==> src/rtl/seg4_pkg.sv <==
// Shared constants for the 4-digit seven-segment display path: glyph codes,
// digit-select codes and small helpers for decoding the select bus.
package seg4_pkg;

    // Active-low glyph codes, bit 7 = dp (kept high / off for every digit)
    localparam logic [7:0] SEG_0     = 8'hC0;
    localparam logic [7:0] SEG_1     = 8'hF9;
    localparam logic [7:0] SEG_2     = 8'hA4;
    localparam logic [7:0] SEG_3     = 8'hB0;
    localparam logic [7:0] SEG_4     = 8'h99;
    localparam logic [7:0] SEG_5     = 8'h92;
    localparam logic [7:0] SEG_6     = 8'h82;
    localparam logic [7:0] SEG_7     = 8'hF8;
    localparam logic [7:0] SEG_8     = 8'h80;
    localparam logic [7:0] SEG_9     = 8'h90;
    localparam logic [7:0] SEG_BLANK = 8'hFF;

    // Active-low digit selects; digit 1 is the least significant
    localparam logic [3:0] BIT_D1   = 4'b1110;
    localparam logic [3:0] BIT_D2   = 4'b1101;
    localparam logic [3:0] BIT_D3   = 4'b1011;
    localparam logic [3:0] BIT_D4   = 4'b0111;
    localparam logic [3:0] BIT_NONE = 4'b1111;

    typedef enum logic {
        ST_HELD,
        ST_SETTLE
    } scan_state_t;

    // True when exactly one select line is driven low
    function automatic logic is_single_slot(input logic [3:0] sel);
        return (sel == BIT_D1) || (sel == BIT_D2) || (sel == BIT_D3) || (sel == BIT_D4);
    endfunction

    // Slot index of a single-low select; only meaningful when is_single_slot()
    function automatic logic [1:0] slot_index(input logic [3:0] sel);
        case (sel)
            BIT_D2:  return 2'd1;
            BIT_D3:  return 2'd2;
            BIT_D4:  return 2'd3;
            default: return 2'd0;
        endcase
    endfunction

endpackage

==> src/rtl/seg7_decode.sv <==
// Combinational glyph-to-BCD decoder. Only the ten exact digit codes are
// valid; anything else, including a lit decimal point, is flagged invalid.
module seg7_decode
    import seg4_pkg::*;
(
    input  logic [7:0] sm_seg,
    output logic       valid,
    output logic [3:0] bcd
);

    // Exact-match lookup from active-low glyph to BCD value
    always_comb begin
        // NOTE: every output gets a default before the case so no latch is inferred.
        valid = 1'b1;
        bcd   = 4'd0;
        case (sm_seg)
            SEG_0:   bcd = 4'd0;
            SEG_1:   bcd = 4'd1;
            SEG_2:   bcd = 4'd2;
            SEG_3:   bcd = 4'd3;
            SEG_4:   bcd = 4'd4;
            SEG_5:   bcd = 4'd5;
            SEG_6:   bcd = 4'd6;
            SEG_7:   bcd = 4'd7;
            SEG_8:   bcd = 4'd8;
            SEG_9:   bcd = 4'd9;
            default: valid = 1'b0;
        endcase
    end

endmodule

==> src/rtl/seg4_scan_decoder.sv <==
// Receive side of the multiplexed 4-digit display: synchronizes the segment
// and select buses, waits for each slot to settle, decodes the glyph and
// assembles the four digits into a frame.
module seg4_scan_decoder
    import seg4_pkg::*;
#(
    parameter int unsigned STABLE_CYCLES = 16
) (
    input  logic        clk_24m,
    input  logic        rst_n,
    input  logic [7:0]  sm_seg,
    input  logic [3:0]  sm_bit,
    output logic [15:0] digits,
    output logic        frame_valid,
    output logic [3:0]  digit_mask,
    output logic        pattern_err
);

    localparam logic [15:0] STABLE_LIMIT = 16'(STABLE_CYCLES);

    logic [11:0]      sync1, sync2;
    logic [3:0]       s_bit;
    logic [7:0]       s_seg;
    logic             changing;

    scan_state_t      state, state_next;
    logic [15:0]      count, count_next;
    logic             accept;

    logic             seg_valid;
    logic [3:0]       seg_bcd;
    logic             is_blank, is_slot;
    logic [1:0]       idx;
    logic             capture, error;
    logic [3:0]       mask_merged;
    logic [3:0][3:0]  shadow, shadow_merged;

    assign s_bit = sync2[11:8];
    assign s_seg = sync2[7:0];
    // The next sample differs from the current one: s changes at the next edge,
    // so the counter can be loaded with 1 for the first cycle of the new value.
    assign changing = (sync1 != sync2);

    // Two-flop synchronizer; resets to the blank pattern
    always_ff @(posedge clk_24m or negedge rst_n) begin
        if (!rst_n) begin
            sync1 <= 12'hFFF;
            sync2 <= 12'hFFF;
        end else begin
            // NOTE: non-blocking assignments so sync2 takes the old sync1, forming a real two-stage chain.
            sync1 <= {sm_bit, sm_seg};
            sync2 <= sync1;
        end
    end

    // Stability FSM state and run-length counter
    always_ff @(posedge clk_24m or negedge rst_n) begin
        if (!rst_n) begin
            state <= ST_HELD;
            count <= 16'd0;
        end else begin
            state <= state_next;
            count <= count_next;
        end
    end

    // Next state: accept once the sample has held long enough, restart on change
    always_comb begin
        state_next = state;
        count_next = (count == 16'hFFFF) ? count : count + 16'd1;
        accept     = (state == ST_SETTLE) && (count == STABLE_LIMIT);
        if (accept) begin
            state_next = ST_HELD;
        end
        if (changing) begin
            state_next = ST_SETTLE;
            count_next = 16'd1;
        end
    end

    seg7_decode u_decode (
        .sm_seg (s_seg),
        .valid  (seg_valid),
        .bcd    (seg_bcd)
    );

    // Classify the accepted sample and pre-compute the merged frame state
    always_comb begin
        is_blank      = (s_bit == BIT_NONE);
        is_slot       = is_single_slot(s_bit);
        idx           = slot_index(s_bit);
        capture       = accept && is_slot && seg_valid;
        error         = accept && !is_blank && !(is_slot && seg_valid);
        mask_merged   = digit_mask | (4'b0001 << idx);
        shadow_merged = shadow;
        shadow_merged[idx] = seg_bcd;
    end

    // Frame assembly: shadow capture, mask tracking, frame publish or discard
    always_ff @(posedge clk_24m or negedge rst_n) begin
        if (!rst_n) begin
            // NOTE: the shadow is only 16 flops, so it is reset along with everything else.
            shadow      <= '0;
            digit_mask  <= 4'h0;
            digits      <= 16'h0000;
            frame_valid <= 1'b0;
            pattern_err <= 1'b0;
        end else begin
            frame_valid <= 1'b0;
            pattern_err <= 1'b0;
            if (error) begin
                pattern_err <= 1'b1;
                digit_mask  <= 4'h0;
            end else if (capture) begin
                shadow <= shadow_merged;
                if (mask_merged == 4'hF) begin
                    digits      <= shadow_merged;
                    frame_valid <= 1'b1;
                    digit_mask  <= 4'h0;
                end else begin
                    digit_mask <= mask_merged;
                end
            end
        end
    end

endmodule

==> config.mk <==
export PLATFORM = sky130hd
export DESIGN_NAME = seg4_scan_decoder
export DESIGN_NICKNAME = d
export VERILOG_FILES = /design/src/rtl/seg4_pkg.sv /design/src/rtl/seg7_decode.sv /design/src/rtl/seg4_scan_decoder.sv
export SDC_FILE = /design/constraint.sdc
export NUM_CORES = 1
export LEC_CHECK = 0
export ABC_AREA = 1
export BUFFER_PORTS_ARGS = -buffer_cell sky130_fd_sc_hd__buf_2
export CORE_ASPECT_RATIO = 0.8
export CORE_MARGIN = 2
export CORE_UTILIZATION = 55
export DETAILED_ROUTE_END_ITERATION = 6
export PLACE_DENSITY_LB_ADDON = 0.2
export SKIP_CTS_REPAIR_TIMING = 1
export SYNTH_ARGS = -nofsm -noshare
export SYNTH_HDL_FRONTEND = slang
export SYNTH_SLANG_ARGS = --single-unit
export TNS_END_PERCENT = 30
==> constraint.sdc <==
create_clock -name clk_24m -period 2.9 [get_ports clk_24m]
set_input_delay 0.58 -clock clk_24m [delete_from_list [all_inputs] [get_ports clk_24m]]
set_output_delay 0.58 -clock clk_24m [all_outputs]
set_load 0.005 [all_outputs]
# ---- Yosys cells after proc, flatten, opt, wreduce, memory -nomap -nowiden
# Index checks and enable logic that the tools add are counted.
dict set report totals {
  register_bits 79
  in_bits 14
  wordCells 72
}
dict set report classes {
  shifts 1
  n_mux 17
  order_cmp 2
  n_reduce_logical 17
  addsub 1
  bitwise 2
  n_eq_ne 20
}
# operator count
set op_table {}
lappend op_table {{$eq A8 B8 Y1 const B} 10}
lappend op_table {{$pmux W4 S9} 1}
lappend op_table {{$mux W16} 2}
lappend op_table {{$eq A4 B4 Y1 const B} 5}
lappend op_table {{$add A16 B1 Y16 const B} 1}
lappend op_table {{$bwmux W16} 1}
lappend op_table {{$eq A16 B16 Y1 const B} 1}
lappend op_table {{$eq A16 B5 Y1 const B} 1}
lappend op_table {{$mux W4} 4}
lappend op_table {{$ne A12 B12 Y1} 1}
lappend op_table {{$reduce_or A10 Y1} 1}
lappend op_table {{$demux W4 S2} 1}
lappend op_table {{$logic_and A1 B1 Y1} 7}
lappend op_table {{$mux W1} 7}
lappend op_table {{$pmux W2 S3} 1}
lappend op_table {{$eq A4 B3 Y1 const B} 1}
lappend op_table {{$or A4 B4 Y4} 1}
lappend op_table {{$reduce_bool A2 Y1} 2}
lappend op_table {{$shl A1 B2 Y4 const A} 1}
lappend op_table {{$logic_or A1 B1 Y1} 3}
lappend op_table {{$lt A2 B3 Y1 const B} 1}
lappend op_table {{$reduce_and A3 Y1} 1}
lappend op_table {{$ge A2 B1 Y1 const B} 1}
lappend op_table {{$logic_not A1 Y1} 2}
lappend op_table {{other kinds (3)} 3}

# ---- Depth between registers and ports, before layout
dict set report depth {
  ltp_word 9
  ltp_mapped 13
  ltp_nobuf 12
}

# ---- Hierarchy
# From an unflattened synthesis, not the netlist that was laid out.
dict set report hier_totals {
  hier_cells 473
  hier_area_um2 3936.3
}
# module instances area_per_inst_um2 seq_area_each_um2 cells_each
set modules_own_cells {}
lappend modules_own_cells {seg4_scan_decoder 1 3703.6 2006.9 418}
lappend modules_own_cells {seg7_decode 1 232.7 0.0 55}

# ---- Least setup slack after synthesis
# No wires, ideal clock.
dict set report synth_path {
  kind {register to register}
  start {register sync2[8]}
  end {register digits[13]}
  path_slack_ps 1133
  synth_period_minus_slack_ps 1767
  t_arrival_ps 1649
  path_stages_with_launch 13
  path_buffers 3
  required_time_ps 2782
  cell_sequence {dfstp_2 -> buf_2 -> nand2_2 -> inv_2 -> nand2_2 -> buf_6 -> nand2_2 -> nand2_2 -> nor2_8 -> nand4_4 -> buf_6 -> nand2_1 -> nand2_1}
}
dict set report synth_between {
  elab_chain_cells 9
  elab_cells_between_ends 27
}
# item line
set synth_rtl {}
lappend synth_rtl {{start, declared} seg4_scan_decoder.sv:21} ;# logic [11:0] sync1, sync2;
lappend synth_rtl {{start signal, assigned} seg4_scan_decoder.sv:52} ;# sync2 <= sync1;
lappend synth_rtl {{parallel branches: the longest is 9 deep, another holds $lt A2 B3 Y1} --}
lappend synth_rtl {{end signal, assigned} seg4_scan_decoder.sv:117} ;# digits <= shadow_merged;
lappend synth_rtl {{end, declared} seg4_scan_decoder.sv:13} ;# output logic [15:0] digits,
# Several ways; the timed one is not identified.
# A chain may end at the register's enable or synchronous reset.

# ---- Worst setup path after layout
dict set report layout_path {
  start {register sync2[7]}
  end {register shadow[7] in the netlist's numbering}
}
dict set report layout_between {
  elab_chain_cells 8
  elab_cells_between_ends 20
}
# item line
set layout_rtl {}
lappend layout_rtl {{$eq A8 B8 Y1} seg7_decode.sv:16} ;# case (sm_seg)
lappend layout_rtl {{$reduce_or A10 Y1 (no source line)} --}
lappend layout_rtl {{$mux W1} seg7_decode.sv:16}
lappend layout_rtl {{$logic_and A1 B1 Y1} seg4_scan_decoder.sv:93} ;# error = accept && !is_blank && !(is_slot && seg_valid);
lappend layout_rtl {{$logic_not A1 Y1} seg4_scan_decoder.sv:93}
lappend layout_rtl {{$logic_and A1 B1 Y1} seg4_scan_decoder.sv:93}
lappend layout_rtl {{$not A1 Y1 (no source line)} --}
lappend layout_rtl {{$reduce_and A2 Y1 (no source line)} --}
lappend layout_rtl {{end signal, assigned} seg4_scan_decoder.sv:115} ;# shadow <= shadow_merged;
lappend layout_rtl {{end, declared} seg4_scan_decoder.sv:36} ;# logic [3:0][3:0] shadow, shadow_merged;
# Several ways; a longest one is shown, not always the timed one.

==> run summary <==
Fillers: 624
Logic pwr share: 4.5%
Max cap viols: 0
Final setup violating endpoints: 0
Number of flops mapped to enable cells by yosys: 0
Clock sink total: 79
HP Start: sm_bit[1]
Hold endpoint: sync1[9]$_DFF_PN1_
Post-synth ARST share: 100%
DR WL/cell: 13.2 um
Row count: 27
Syn_nets: 533
Total Power: 2.09 mW
Starting Density: 57.7%
Largest net degree at the start of global routing: 80
TritonCTS clock tree: built
Post-route minimum period: 2280 ps
Worst reg2reg setup slack: 620 ps
Global-route wire length before repair: 14600 um
Worst Skew: 11.7 ps
Clk network pwr share: 40.4%
Worst slew pin tran: 970 ps
Mapped Cells: 517
Crit path max-delay family: simple AND/OR/NAND/NOR gates
HPWL after detailed placement: 5940 um
Worst Reg2Reg Path Length in Cells: 9
Cell Area, Synth: 0.00406 mm2
Hold path depth: 1
Number of antenna violations at the first check in global routing: 0
Worst-path clk slew: 80 ps
Post-Route Utilization: 63.5%
Crit-path max cell delay: 570 ps
I/O Pins: 36
Final nets: 568
Area grow syn2layout: 10.0%
RR Startpoint: sync2[7]$_DFF_PN1_
Num CTS Buffers: 9
Detailed Route WL: 8500 um
Setup_tns: 0 ps
RSZ-0062 raised after global routing: no
Max Clk Rate: 0.438 GHz
WP buf/inv: 0
Clock Latency Late Sink: 350 ps
Power Dens Cells: 469 mW/mm2
Internal: 1.59 mW
Gr usage total: 23.1%
NetSw: 0.506 mW
Crit Path Class: flip-flop to flip-flop
Drt pass-1 iters: 5
Crit path DAT: 2520 ps
Core region area: 0.00703 mm2
Crit path top cell by count: nand2_1
IO Port Bufs: 35
DRT iter0 DRCs: 224
FF/Latch Area: 0.00201 mm2
H-tree depth: 3
Worst Hold Class: input port to flip-flop
Commonest non-fill, non-tap cells in the layout: nand2_1, nor2_1, dfrtp_1
Status: complete, no violations
CP endpoint kind: flip-flop
Max FO, Critical Path: 24
Die area: 0.00808 mm2
Switching fraction of total power: 24.2%
Antenna diodes: 0
Antenna-violating nets left: 0
Commonest non-fill, non-tap cell in the layout: nand2_1
Worst EP required: 3140 ps
Terminus of the critical flop-to-flop path: shadow[7]$_DFFE_PN0P_
Worst VDD drop: 281 uV
Via-to-Cell Ratio: 5.34
Slew headroom: 35.3%
Clock Path Buffers: 2
Synth Flop Type: dfrtp_1
Worst setup margin: 618 ps
Distinct cells, synth: 32
DRC Markers: 0
Sequential Power Share: 55.1%
Root Buffer: clkbuf_8
Vias in the first global route: 3074
Final hold violation count: 0
Startpoint Class: flip-flop
Fin crit share: 78.7%
GR Overflow Total: 0
Slowest-stage cell, CP: dfstp_2
Critical-path cell list: nand2_1 -> nor2_2 -> nand2_1 -> nand4_1 -> nor2_1 -> nor2_4 -> nand2_2 -> nand2_1 -> nand2_1
Post-Syn Area per Cell: 7.84 um2
Synth Warn #: 0
Die width: 100 um
Sequential share of the synthesized area: 49.5%
Area taken by multi-input logic gates: 0.00172 mm2
Layout cells sized above 1: 20.3%
Post-Place Setup Slack: 658 ps
Max Slew Vio Count: 0
Die height: 80.8 um
LEAKAGE: 2.38 nW
Synth Register Bits: 79
Vias: 3437
Final weighted congestion in routability-driven placement: 0.923
## cell families after synthesis
group / synth area share [%]
simple gates: 35.6
flops: 49.5
buf+inv: 7.99
compound gates: 5.86
xor+xnor: 0.432
fa+ha+maj: 0.617
## worst max-delay path by stage
stage	start	endpoint	slack, ps	depth (start not counted)
after global placement	sync2[4]$_DFF_PN1_	shadow[11]$_DFFE_PN0P_	710	11
after detailed placement	sync2[7]$_DFF_PN1_	shadow[8]$_DFFE_PN0P_	660	9
final	sync2[7]$_DFF_PN1_	shadow[7]$_DFFE_PN0P_	620	9
after CTS	sync2[7]$_DFF_PN1_	shadow[7]$_DFFE_PN0P_	630	9
after global routing	sync2[4]$_DFF_PN1_	shadow[4]$_DFFE_PN0P_	350	11
after floorplan	sync2[8]$_DFF_PN1_	digits[13]$_DFFE_PN0P_	1130	12
## metal layers
layer / global-route usage [%] / part of all wire [%] / vias up
li1: - / - / 1726
met2: 35.2 / 45 / 88
met1: 33.7 / 49 / 1617
met5: 0 / 0 / -
met4: 5.34 / 0.80 / 0
met3: 5.51 / 5.2 / 6
## cell usage after synthesis (6+ instances only)
cell type	n	area share [%]
inv_2	13	1.2
nor3_1	7	0.86
nand4_1	28	4.3
inv_1	44	4.1
buf_6	6	1.7
buf_2	7	0.86
dfstp_2	24	16
o21ai_0	18	2.2
nand3_1	32	3.9
dfrtp_1	55	34
a21oi_1	9	1.1
nand2_1	174	16
nor2_1	55	5.1
nand2_2	8	1.2
## sequential cells by signal (all words and copies together) (netlist names)
register / count
shadow: 16
frame_valid: 1
digits: 16
pattern_err: 1
sync1: 12
count: 16
digit_mask: 4
sync2: 12
state: 1
## cell type report
type | instances | area share (%)
clock buffers | 10 | 3.09
well taps | 87 | 2.44
repair buffers | 38 | 4.49
clock inverters | 6 | 1.54
inverters | 57 | 4.80
flip-flops and latches | 79 | 45.0
multi-input cells | 367 | 38.7
## per-stage QoR
stage	cells	area, um2	hold WS (ps)
4_1_cts	644	4460	303
5_1_grt	644	4460	291
6_report	644	4460	319
3_5_place_dp	628	4250	365
2_1_floorplan	517	4060	284
3_3_place_gp	628	4250	364
## power by group through the flow
stage | combinational, mW | sequential [mW] | clock, mW
final | 0.0951 | 1.15 | 0.845
after global routing | 0.110 | 1.16 | 0.912
after CTS | 0.0970 | 1.15 | 0.865
after detailed placement | 0.0971 | 1.17 | 0
after global placement | 0.0949 | 1.17 | 0
after floorplan | 0.0608 | 1.17 | 0
Note: power is estimated with default switching activity, not from simulation.
